<file path="config.mk">
export PLATFORM = sky130hd
export DESIGN_NAME = data_mem_seq
export DESIGN_NICKNAME = d
export VERILOG_FILES = /design/src/rtl/data_mem.sv /design/src/rtl/data_mem_pkg.sv /design/src/rtl/mem_init_seq.sv /design/src/rtl/data_mem_seq.sv
export SDC_FILE = /design/constraint.sdc
export NUM_CORES = 2
export LEC_CHECK = 0
export ABC_CLOCK_PERIOD_IN_PS = 21900
export CAP_MARGIN = 20
export CORE_MARGIN = 2
export CORE_UTILIZATION = 39
export DETAILED_ROUTE_END_ITERATION = 8
export PLACE_DENSITY = 0.53
export SLEW_MARGIN = 20
export SYNTH_ARGS = -nofsm -noshare
export SYNTH_HDL_FRONTEND = slang
export SYNTH_HIERARCHICAL = 1
export SYNTH_SLANG_ARGS = --single-unit
</file>
<file path="constraint.sdc">
create_clock -name Clk -period 21.9 [get_ports Clk]
set_input_delay 4.38 -clock Clk [delete_from_list [all_inputs] [get_ports Clk]]
set_output_delay 4.38 -clock Clk [all_outputs]
set_load 0.005 [all_outputs]
</file>
<file path="src/rtl/data_mem.sv">
// The storage top is defined in data_mem_seq.sv; no module is declared here.

</file>
<file path="src/rtl/data_mem_pkg.sv">
// Shared types and constants for the sequential data memory and its reset-time fill sequencer.
package data_mem_pkg;

  typedef enum logic {
    StInit,
    StIdle
  } state_e;

  localparam int unsigned INIT_ZERO  = 0;
  localparam int unsigned INIT_IDENT = 1;

endpackage

</file>
<file path="src/rtl/mem_init_seq.sv">
// Fill counter and INIT->IDLE handoff: walks every address once after reset, then reports done.
module mem_init_seq
  import data_mem_pkg::*;
#(
  parameter int unsigned A = 8
) (
  input  logic         clk_i,
  input  logic         rst_i,
  output logic [A-1:0] fill_addr_o,
  output logic         fill_we_o,
  output logic         done_o
);

  localparam logic [A-1:0] LastAddr = {A{1'b1}};

  state_e       state_q, state_d;
  logic [A-1:0] cnt_q, cnt_d;

  always_ff @(posedge clk_i) begin
    if (rst_i) begin
      state_q <= StInit;
      cnt_q   <= '0;
    end else begin
      state_q <= state_d;
      cnt_q   <= cnt_d;
    end
  end

  always_comb begin
    state_d = state_q;
    cnt_d   = cnt_q;
    unique case (state_q)
      StInit: begin
        cnt_d = cnt_q + A'(1);
        // The edge that writes the last entry is also the handoff edge.
        if (cnt_q == LastAddr) state_d = StIdle;
      end
      StIdle: begin
        cnt_d = cnt_q;
      end
      default: state_d = StInit;
    endcase
  end

  assign fill_addr_o = cnt_q;
  assign fill_we_o   = (state_q == StInit) && !rst_i;
  assign done_o      = (state_q == StIdle);

endmodule

</file>
<file path="src/rtl/data_mem_seq.sv">
// Sequential data memory: reset-time fill, then one base+offset load or store per cycle.
module data_mem_seq
  import data_mem_pkg::*;
#(
  parameter int unsigned W         = 8,
  parameter int unsigned A         = 8,
  parameter int unsigned INIT_MODE = INIT_IDENT
) (
  input  logic         Clk,
  input  logic         Reset,
  input  logic         Req,
  input  logic         WriteEn,
  input  logic [A-1:0] DataAddress,
  input  logic [A-1:0] Offset,
  input  logic [W-1:0] DataIn,
  output logic         Ready,
  output logic [W-1:0] DataOut,
  output logic         DataValid
);

  logic [W-1:0] mem_q [2**A];

  logic [A-1:0] fill_addr;
  logic         fill_we;
  logic         done;

  mem_init_seq #(
    .A (A)
  ) u_init (
    .clk_i       (Clk),
    .rst_i       (Reset),
    .fill_addr_o (fill_addr),
    .fill_we_o   (fill_we),
    .done_o      (done)
  );

  assign Ready = done;

  logic [A-1:0] eff_addr;
  logic         accept, do_store, do_load;
  logic         mem_we;
  logic [A-1:0] mem_waddr;
  logic [W-1:0] mem_wdata, fill_data;

  // Carry out of the address sum is dropped so accesses wrap around the array.
  assign eff_addr = DataAddress + Offset;
  assign accept   = Req && done && !Reset;
  assign do_store = accept && WriteEn;
  assign do_load  = accept && !WriteEn;

  assign fill_data = (INIT_MODE == INIT_IDENT) ? W'(fill_addr) : '0;

  always_comb begin
    mem_we    = 1'b0;
    mem_waddr = fill_addr;
    mem_wdata = fill_data;
    if (fill_we) begin
      mem_we = 1'b1;
    end else if (do_store) begin
      mem_we    = 1'b1;
      mem_waddr = eff_addr;
      mem_wdata = DataIn;
    end
  end

  always_ff @(posedge Clk) begin
    if (mem_we) mem_q[mem_waddr] <= mem_wdata;
  end

  logic [W-1:0] data_out_q, data_out_d;
  logic         data_valid_q, data_valid_d;

  always_comb begin
    data_out_d   = data_out_q;
    data_valid_d = do_load;
    if (do_load) data_out_d = mem_q[eff_addr];
  end

  always_ff @(posedge Clk) begin
    if (Reset) begin
      data_out_q   <= '0;
      data_valid_q <= 1'b0;
    end else begin
      data_out_q   <= data_out_d;
      data_valid_q <= data_valid_d;
    end
  end

  assign DataOut   = data_out_q;
  assign DataValid = data_valid_q;

endmodule

</file>
==> impl_metrics.env <==
export IMPL_post_synth_cell_area_avg_sq_um=20.46
export IMPL_regToRegStartpoint="u_init/done_o$_SDFF_PP0_"
export IMPL_cts_buffers_inserted=213
export IMPL_postSynth_topFlopCell="sky130_fd_sc_hd__edfxtp_1"
export IMPL_setup_viol_count_final=0
export IMPL_area_growth_synth_to_final_pct=12.82
export IMPL_power_leakage_uw=0.02883
export IMPL_net_count_reported_at_finish=4107
export IMPL_swShare_pct=24.16
export IMPL_cts_sink_count=2066
export IMPL_netlist_area_leader_share_pct=75.65
export IMPL_floorplan_die_height_um=460.6
export IMPL_path_clk_slew_ns=0.06
export IMPL_hpwl_um=135700
export IMPL_htree_levels=4
export IMPL_hold_path_startpoint="DataOut[0]$_SDFFE_PP0P_"
export IMPL_grt_pass1_vias=40730
export IMPL_timing_critical_path_to_type="register"
export IMPL_synth_ff_latch_count=2066
export IMPL_cts_root_buf="sky130_fd_sc_hd__clkbuf_16"
export IMPL_hold_viol_final=0
export IMPL_path_class="input port to register"
export IMPL_slew_margin_rel_pct=22.87
export IMPL_finalWorstPathRequiredPeriod_ns=10.41
export IMPL_groute_usage_overall_pct=21.26
export IMPL_cts_hold_buffers=0
export IMPL_die_width_um=460.6
export IMPL_whs_path_depth=2
export IMPL_finalWorstSetupSlack_ns=11.49
export IMPL_cell_taking_the_most_area_after_synthesis="sky130_fd_sc_hd__edfxtp_1"
export IMPL_timing_max_cap_violations=0
export IMPL_totalPowerFinal_uw=8747
export IMPL_post_cts_buffers=0
export IMPL_final_fill_count=17730
export IMPL_synth_warnings=6
export IMPL_yosysUniqueCellTypes=70
export IMPL_cts_repair_resize_count=0
export IMPL_row_count=167
export IMPL_asyncSetResetFlopFracSynth_pct=0
export IMPL_mostFrequentLayoutCells="2048 x sky130_fd_sc_hd__edfxtp_1, 496 x sky130_fd_sc_hd__mux4_2, 284 x sky130_fd_sc_hd__nor2_1"
export IMPL_full_die_area_sq_um=212100
export IMPL_core_region_area_sq_um=207100
export IMPL_routed_wire_length_per_instance_um=31.89
export IMPL_fin_tns_setup_ns=0
export IMPL_min_path_type="register to register"
export IMPL_worst_skew_pair_late_latency_ns=0.86
export IMPL_synthCells=3974
export IMPL_post_synth_instance_area_sq_um=81300
export IMPL_ff2ff_path_depth=5
export IMPL_holdPathEnd="DataOut[0]$_SDFFE_PP0P_"
export IMPL_power_density_nw_per_um2=95.36
export IMPL_report_final_slew_viol_count=0
export IMPL_detailedRoute_firstIterationViolations=4737
export IMPL_place_congestion=0.8491
export IMPL_tightest_slew_ns=1.153
export IMPL_top_level_ports=38
export IMPL_cp_max_fanout=96
export IMPL_period_utilization_post_route_pct=47.51
export IMPL_cts_tree="built"
export IMPL_port_buffers=37
export IMPL_regToRegEndpoint="mem_q[251][2]$_DFFE_PP_"
export IMPL_global_route_overflow_total=0
export IMPL_ant_nets=0
export IMPL_vdd_ir_drop_max_uv=79.55
export IMPL_post_drt_via_cell_ratio=5.729
export IMPL_syn_nets=4011
export IMPL_p_sw_uw=2113
export IMPL_totalWireLength_um=224700
export IMPL_antenna_found_initial=10
export IMPL_preCtsSetupSlack_ns=10.57
export IMPL_reg2reg_slack_ns=16.82
export IMPL_critical_path_arrival_ns=11.12
export IMPL_routed_via_count=40370
export IMPL_p_int_uw=6633
export IMPL_grt_setup_unrepaired="no"
export IMPL_yosysSeqAreaShare_pct=76.09
export IMPL_fmax_mhz=96.10
export IMPL_worst_setup_path_start_kind="input port"
export IMPL_power_frac_clock_pct=40.6
export IMPL_worst_clock_skew_ns=0.06411
export IMPL_layout_commonest_cell="sky130_fd_sc_hd__edfxtp_1"
export IMPL_dr_pass1_iters=6
export IMPL_cts_buffer_depth=3
export IMPL_crit_path_start="DataAddress[0]"
export IMPL_start_util_pct=39.26
export IMPL_final_util_pct=44.30
export IMPL_p_comb_share_pct=10.0
export IMPL_drc=0
export IMPL_outcome="completed"
export IMPL_layout_drive_gt1_share_pct=22.07
export IMPL_finalHoldWorstSlack_ns=0.5391
export IMPL_yosys_top_cells_area="sky130_fd_sc_hd__edfxtp_1 76%, sky130_fd_sc_hd__mux4_2 14%, sky130_fd_sc_hd__mux2i_1 2.1%, sky130_fd_sc_hd__nor2_1 1.4%, sky130_fd_sc_hd__nand2_1 1.2%"
export IMPL_synth_enable_flop_cells=2048
export IMPL_global_route_wire_length_before_repair_um=317400
export IMPL_largest_net_degree_at_the_start_of_global_routing=189
export IMPL_worst_ep_required_time_ns=22.61
export IMPL_p_seq_share_pct=49.4
logic make-up (layout without fill, tap and decap cells):
family                   after synthesis  after routing  synth area share [%]
buffers and inverters                238            515                 1.633
flip-flops                          2066           2066                 76.09
AND/OR/NAND/NOR                      732            732                 3.815
multiplexers                         674            674                 15.96
AO/OA/AOI/OAI                        246            246                 2.261
adder cells (fa/ha/maj)                9              9                0.1478
other                                  0              8                     0
XOR/XNOR                               9              9               0.09695
registers in the layout, indices dropped and copies added (netlist names):
name                cells
mem_q                2048
DataOut                 8
u_init/fill_addr_o      8
DataValid               1
u_init/done_o           1
power groups by stage:
stage | combinational (uW) | sequential (uW) | clock, uW
after floorplan | 564 | 4420 | 0
after global placement | 878 | 4410 | 0
after detailed placement | 879 | 4410 | 0
after CTS | 881 | 4320 | 3610
after global routing | 916 | 4320 | 3760
final | 874 | 4320 | 3550
synth_stat cells (all sizes together) (25+ instances only):
| cell | n |
|---|---|
| nor2 | 299 |
| edfxtp | 2048 |
| mux2i | 170 |
| a32oi | 25 |
| buf | 139 |
| o211ai | 40 |
| a22oi | 41 |
| clkbuf | 92 |
| nand3 | 69 |
| nor3 | 28 |
| a21oi | 27 |
| nand2 | 270 |
| mux4 | 496 |
stage by stage:
step	instance area (sq um)	instances
6_report	91730	7047
5_1_grt	91710	7041
4_1_cts	91690	7039
3_5_place_dp	84870	6643
3_3_place_gp	84790	6640
2_1_floorplan	81300	3974
layout make-up:
| class | count | area [sq um] | area share (%) |
|---|---|---|---|
| Tap cell | 2788 | 3488 | 3.803 |
| Inverter | 7 | 26.28 | 0.02865 |
| Multi-Input combinational cell | 1670 | 18430 | 20.09 |
| Timing Repair Buffer | 112 | 1077 | 1.174 |
| Clock inverter | 146 | 1316 | 1.435 |
| Clock buffer | 250 | 5509 | 6.006 |
| Antenna cell | 8 | 20.02 | 0.02183 |
| Sequential cell | 2066 | 61860 | 67.44 |
routing by layer:
metal	track usage [%]	routed length, um	vias to the layer above
met5	0	12	-
met4	6.862	6734	2
met3	3.991	16020	312
met2	33.49	107000	1603
met1	29.93	94970	21830
li1	-	-	16620
critical path, stage by stage:
cell and delay [ns]:
sky130_fd_sc_hd__clkdlybuf4s50_1 0.45, sky130_fd_sc_hd__ha_4 0.83, sky130_fd_sc_hd__buf_4 0.80, sky130_fd_sc_hd__buf_12 0.49
sky130_fd_sc_hd__buf_4 0.78, sky130_fd_sc_hd__buf_4 0.74, sky130_fd_sc_hd__mux4_2 0.58, sky130_fd_sc_hd__o211ai_1 0.21
sky130_fd_sc_hd__a21oi_1 0.12, sky130_fd_sc_hd__nor3_1 0.41, sky130_fd_sc_hd__a2111oi_0 0.16, sky130_fd_sc_hd__buf_4 0.20
sky130_fd_sc_hd__or4b_1 0.50
worst max-delay path by stage:
stage	endpoint	slack, ns
finish	DataOut[1]$_SDFFE_PP0P_	11.49
global route	DataOut[1]$_SDFFE_PP0P_	11.07
CTS	DataOut[1]$_SDFFE_PP0P_	11.48
detailed placement	DataOut[4]$_SDFFE_PP0P_	10.57
global placement	DataOut[4]$_SDFFE_PP0P_	10.62
floorplan	mem_q[0][0]$_DFFE_PP_	4.48
(Power assumes the default switching activity.)
